===== src/rtl/r2l_exp.sv =====
// ---------------------------------------------------------------------------
// r2l_exp -- right-to-left (LSB-first) binary exponentiator
//
// Computes C = A^B mod 2^RES_W by scanning the exponent from its LSB upward.
// Each RUN cycle squares the running base and, when the current exponent bit
// is set, folds that base into the running result. The scan stops as soon as
// the remaining exponent is zero, so latency follows the position of B's MSB
// rather than the full exponent width.
//
// This unit can be swapped for the left-to-right exponentiator because both
// use the same start/Done handshake.
//
// Optional feature macro: R2L_OVF_FLAG_EN
//   When defined, adds the Ovf output. Ovf is a sticky flag meaning the true
//   A^B does not fit in RES_W bits. When undefined, there is no Ovf port and
//   no overflow logic. C behaves the same in both builds.
//
// Ports
//   clk    in   1       clock, rising edge
//   rst    in   1       asynchronous reset, active-high
//   start  in   1       request; only sampled while idle or done
//   A      in   DATA_W  base, captured on the accepting edge
//   B      in   DATA_W  exponent, captured on the accepting edge
//   C      out  RES_W   result, valid while Done=1
//   Done   out  1       level; high from completion until the next accept
//   Ovf    out  1       overflow flag (only with R2L_OVF_FLAG_EN)
// ---------------------------------------------------------------------------
module r2l_exp #(
   parameter int DATA_W = 16,
   parameter int RES_W  = 32
) (
   input  logic              clk,
   input  logic              rst,
   input  logic              start,
   input  logic [DATA_W-1:0] A,
   input  logic [DATA_W-1:0] B,
   output logic [RES_W-1:0]  C,
   output logic              Done
`ifdef R2L_OVF_FLAG_EN
   ,
   output logic              Ovf
`endif
);

   // Product width when the full (untruncated) product is needed for the
   // overflow check.
   localparam int PROD_W = 2 * RES_W;

   // FINISH is a one-cycle stage between "exponent exhausted" and DONE.
   // It publishes the result one edge after the scan ends, which gives the
   // fixed latency of (MSB position + 1) + 2 edges. Like RUN, it ignores
   // start.
   typedef enum logic [1:0] {
      IDLE   = 2'd0,
      RUN    = 2'd1,
      FINISH = 2'd2,
      DONE   = 2'd3
   } state_t;

   state_t              state;
   state_t              state_next;

   logic [RES_W-1:0]    res;
   logic [RES_W-1:0]    res_next;
   logic [RES_W-1:0]    base;
   logic [RES_W-1:0]    base_next;
   logic [DATA_W-1:0]   e;
   logic [DATA_W-1:0]   e_next;
   logic [RES_W-1:0]    c_next;
   logic                done_next;

   logic [RES_W-1:0]    res_mul;
   logic [RES_W-1:0]    base_sq;
   logic [DATA_W-1:0]   e_shr;

   // The exponent shifted right is both the next exponent and the
   // "is there still work after this step" test used by the overflow rule.
   assign e_shr = e >> 1;

`ifdef R2L_OVF_FLAG_EN
   logic [PROD_W-1:0]   res_prod_full;
   logic [PROD_W-1:0]   base_prod_full;
   logic                res_mul_ovf;
   logic                base_sq_ovf;
   logic                ovf_q;
   logic                ovf_next;

   // In the flag build the full double-width products are formed. The low
   // half feeds the datapath. Any set bit in the high half means this
   // product has exceeded 2^RES_W-1.
   assign res_prod_full  = PROD_W'(res) * PROD_W'(base);
   assign base_prod_full = PROD_W'(base) * PROD_W'(base);
   assign res_mul        = res_prod_full[RES_W-1:0];
   assign base_sq        = base_prod_full[RES_W-1:0];
   assign res_mul_ovf    = |res_prod_full[PROD_W-1:RES_W];
   assign base_sq_ovf    = |base_prod_full[PROD_W-1:RES_W];
   assign Ovf            = ovf_q;
`else
   // Without the flag, only the low RES_W bits of each product are kept.
   // This is all the modular result needs.
   assign res_mul = res * base;
   assign base_sq = base * base;
`endif

   // State and datapath registers. An asynchronous reset clears everything,
   // so a reset in the middle of an operation aborts it with no trailing
   // Done.
   always_ff @(posedge clk or posedge rst) begin
      if (rst) begin
         state <= IDLE;
         res   <= '0;
         base  <= '0;
         e     <= '0;
         C     <= '0;
         Done  <= 1'b0;
`ifdef R2L_OVF_FLAG_EN
         ovf_q <= 1'b0;
`endif
      end else begin
         state <= state_next;
         res   <= res_next;
         base  <= base_next;
         e     <= e_next;
         C     <= c_next;
         Done  <= done_next;
`ifdef R2L_OVF_FLAG_EN
         ovf_q <= ovf_next;
`endif
      end
   end

   // Next-state and datapath update. Every register holds its value by
   // default. A new request is only honoured from IDLE or DONE, so a start
   // pulse during an operation, or operand changes after capture, have no
   // effect.
   always_comb begin
      state_next = state;
      res_next   = res;
      base_next  = base;
      e_next     = e;
      c_next     = C;
      done_next  = Done;
`ifdef R2L_OVF_FLAG_EN
      ovf_next   = ovf_q;
`endif

      unique case (state)
         IDLE, DONE: begin
            // Accept: load the operands and drop Done on the same edge.
            // In DONE this lets a held start begin the next operation
            // immediately.
            if (start) begin
               res_next   = RES_W'(1);
               base_next  = RES_W'(A);
               e_next     = B;
               done_next  = 1'b0;
`ifdef R2L_OVF_FLAG_EN
               ovf_next   = 1'b0;
`endif
               state_next = RUN;
            end
         end

         RUN: begin
            // One exponent bit is consumed per cycle. The base is always
            // squared. The result picks up the base only for set bits.
            if (e == '0) begin
               state_next = FINISH;
            end else begin
               if (e[0]) begin
                  res_next = res_mul;
               end
               base_next = base_sq;
               e_next    = e_shr;
`ifdef R2L_OVF_FLAG_EN
               // A wrapped square matters only if another set bit remains
               // to multiply it in. The top bit of the exponent is always
               // set, so a non-zero remainder guarantees that.
               if ((e[0] && res_mul_ovf) || (base_sq_ovf && (e_shr != '0))) begin
                  ovf_next = 1'b1;
               end
`endif
            end
         end

         FINISH: begin
            c_next     = res;
            done_next  = 1'b1;
            state_next = DONE;
         end

         default: begin
            state_next = IDLE;
         end
      endcase
   end

endmodule

===== config.mk =====
export PLATFORM = sky130hd
export DESIGN_NAME = r2l_exp
export DESIGN_NICKNAME = d
export VERILOG_FILES = /design/src/rtl/r2l_exp.sv
export SDC_FILE = /design/constraint.sdc
export NUM_CORES = 2
export LEC_CHECK = 0
export BUFFER_PORTS_ARGS = -buffer_cell sky130_fd_sc_hd__buf_2
export CAP_MARGIN = 5
export CORE_MARGIN = 2
export CORE_UTILIZATION = 35
export CTS_BUF_LIST = sky130_fd_sc_hd__clkbuf_8
export DETAILED_ROUTE_END_ITERATION = 6
export PLACE_DENSITY_LB_ADDON = 0.25
export SYNTH_ARGS = -nofsm -noshare
export SYNTH_HDL_FRONTEND = slang
export SYNTH_SLANG_ARGS = --single-unit

===== constraint.sdc =====
create_clock -name clk -period 7.9 [get_ports clk]
set_input_delay 1.58 -clock clk [delete_from_list [all_inputs] [get_ports clk]]
set_output_delay 1.58 -clock clk [all_outputs]
set_load 0.1 [all_outputs]

==> reports/results.ini <==
[outcome]
status = finished, final reports clean

[cts]
post_cts_resized = 0
htreeDepth = 4
clock_latency_ns = 0.59
ctsRootBufferMaster = clkbuf_8
cts.clk_slew.worst_paths_ns = 0.11
cts_num_sinks = 115
cts_setup_buffers = 0
cts_buffers = 17
hold_buffers = 0
cts_tree = yes
clock_path_buffers = 2

[synth]
synth_warnings = 0
synth_top_area_frac = 0.459
synth_flop_cell = dfrtp_1
synth_nets = 4626
synth.largest_area_cell = fa_1
synthArstFlopShare = 1.00
synth_area_mm2 = 0.0337
yosysUniqueCellTypes = 64
synth-seq-cells = 115
ys_top_cells_by_area = fa_1 (46%), ha_1 (9.6%), inv_1 (9.1%)
synth.yosys.seq_area_share = 0.0854
synthCells = 3561
avgSynthCellArea_um2 = 9.46
synth_edf_count = 0

[route]
num_vias = 23529
wirelength_um = 97200
dr.pass1.iters = 5
ant_nets = 0
wire_per_inst_um = 20.0
vias_per_cell = 4.84
initialDrtViolationCount = 1272
drc_errors = 0

[worst_setup_path]
crit_path_end_kind = flip-flop
rr_worst_depth = 22
critPathMaxFanout = 27
r2r_start = base[6]
worstPathArrival_ns = 8.06
startpoint_type = flip-flop
slowest_stage = dfrtp_2
crit_required_ns = 8.37
cp_cell_sequence = buf_4 -> and2_1 -> fa_1 -> fa_1 -> fa_1 -> inv_1 -> fa_1 -> inv_1 -> fa_1 -> inv_1 -> fa_1 -> inv_1 -> fa_1 -> fa_1 -> ha_1 -> nand4_1 -> nor3_1 -> o211a_1 -> nor2_1 -> a211oi_1 -> o21ai_0 -> a32o_1
max_stage_delay_ns = 0.65
crit_start = base[6]
critPathKind = flip-flop to flip-flop
crit_top_cell = fa_1

[timing]
tns_ns = 0
finalSetupViolations = 0
drv_slew = 0
rsz0062_at_grt = no
period_share = 0.960
min_period_ns = 7.59
slew_headroom = 0.264
finClkSkew_ns = 0.0287
hold_viol_final = 0
worst_pin_slew_ns = 1.10
clock.fmax_ghz = 0.132

[global_routing]
antenna_found_initial = 4
grt_usage = 0.209
grt_pass1_wl_um = 155000
grt_max_degree = 65
grt_pass1_vias = 25599
overflow = 0

[floorplan]
fp-row-count = 113
top_level_ports = 68
die_x_um = 314
die_area_mm2 = 0.0988
coreArea_mm2 = 0.0952
start_util = 0.354
die-height_um = 314

[place]
port_buffers = 67
gp_congestion = 0.869
post-dp-hpwl_um = 80100

[cells_and_area]
fin_nets = 4645
areaGrowthSynthToFinish_pct = 7.84
most-common-layout-cells = inv_1 (819), fa_1 (772), and2_1 (449)
final_common_cell = inv_1
drive_gt1_frac = 0.0763
n_fill_cell = 9644

[run]
maxCapViolations = 0

[hold_path]
holdPathStages = 1
hold_start = C[8]
hold_path.class = flip-flop to flip-flop

path summary, 6_finish.rpt:
check,end,slack [ns]
worst min-delay path,C[8],0.51
min in group asynchronous,res[29],1.04
worst max register to register,res[29],0.31
max in group asynchronous,base[1],5.43
worst min register to register,C[8],0.51
worst max-delay path,res[29],0.31
sequential cells by signal, summed over array words and instances (netlist names):
signal	count
state	2
Done	1
base	32
e	16
res	32
C	32
routing by layer:
layer  global-route usage  share of wire  wire, µm  vias to the layer above
li1                     -              -         -                    10563
met1                0.298           0.45     44100                    12292
met5                    0        0.00013        13                        -
met3               0.0268          0.051      4930                       87
met2                0.344           0.48     46600                      585
met4               0.0405          0.016      1560                        2
synth_stat cells (3+ instances only):
library cell,count
a2111o_1,4
a211oi_1,9
a21boi_0,3
a21o_1,24
a21oi_1,57
a221o_1,6
a22o_1,3
a22oi_1,5
a31oi_1,11
a32o_1,5
and2_1,449
and3_1,10
buf_1,4
buf_2,3
clkbuf_1,171
dfrtp_1,115
fa_1,772
ha_1,258
inv_1,820
mux2_2,32
mux2i_1,20
nand2_1,406
nand3_1,30
nand4_1,9
nor2_1,36
nor2b_1,8
nor3_1,13
nor3b_1,4
nor4_1,5
o211a_1,3
o211ai_1,7
o21a_1,7
o21ai_0,66
o21bai_1,11
o31ai_1,6
or2_2,6
or3_1,7
xnor2_1,87
xor2_1,36
logic make-up after synthesis:
kind of cell,synth area share
flip-flops,0.0854
buffers and inverters,0.111
AO/OA/AOI/OAI,0.0496
AND/OR/NAND/NOR,0.150
adder cells (fa/ha/maj),0.555
multiplexers,0.0166
XOR/XNOR,0.0326
critical path: cells and delay by family, from the launching register on:
kind / cells / cell delay [ns]
buf+inv: 5 / 0.58
fa+ha+maj: 9 / 4.26
compound gates: 4 / 1.04
flops: 1 / 0.65
simple gates: 4 / 0.91
final cells by class:
type	count	area, µm²	area share
Antenna cell	3	7.51	0.000207
Clock buffer	17	234	0.00644
Clock inverter	15	135	0.00372
Inverter	820	3080	0.0849
Multi-Input combinational cell	2447	27100	0.746
Sequential cell	115	2890	0.0796
Tap cell	1265	1580	0.0436
Timing Repair Buffer	179	1310	0.0362
stage by stage:
step | cell area (µm²) | worst slack, ns | hold slack (ns) | util | std cells
after floorplan | 33700 | 0.648 | 0.468 | - | 3561
after global placement | 36000 | 0.474 | 0.486 | 0.378 | 4826
after detailed placement | 36000 | 0.384 | 0.492 | 0.378 | 4826
after CTS | 36300 | 0.328 | 0.512 | 0.382 | 4858
after global routing | 36300 | 0.0451 | 0.529 | 0.382 | 4860
final | 36300 | 0.314 | 0.507 | 0.382 | 4861
Power is not shown: default switching activity piles up to over one toggle a cycle in this logic, so the estimate is an artifact.
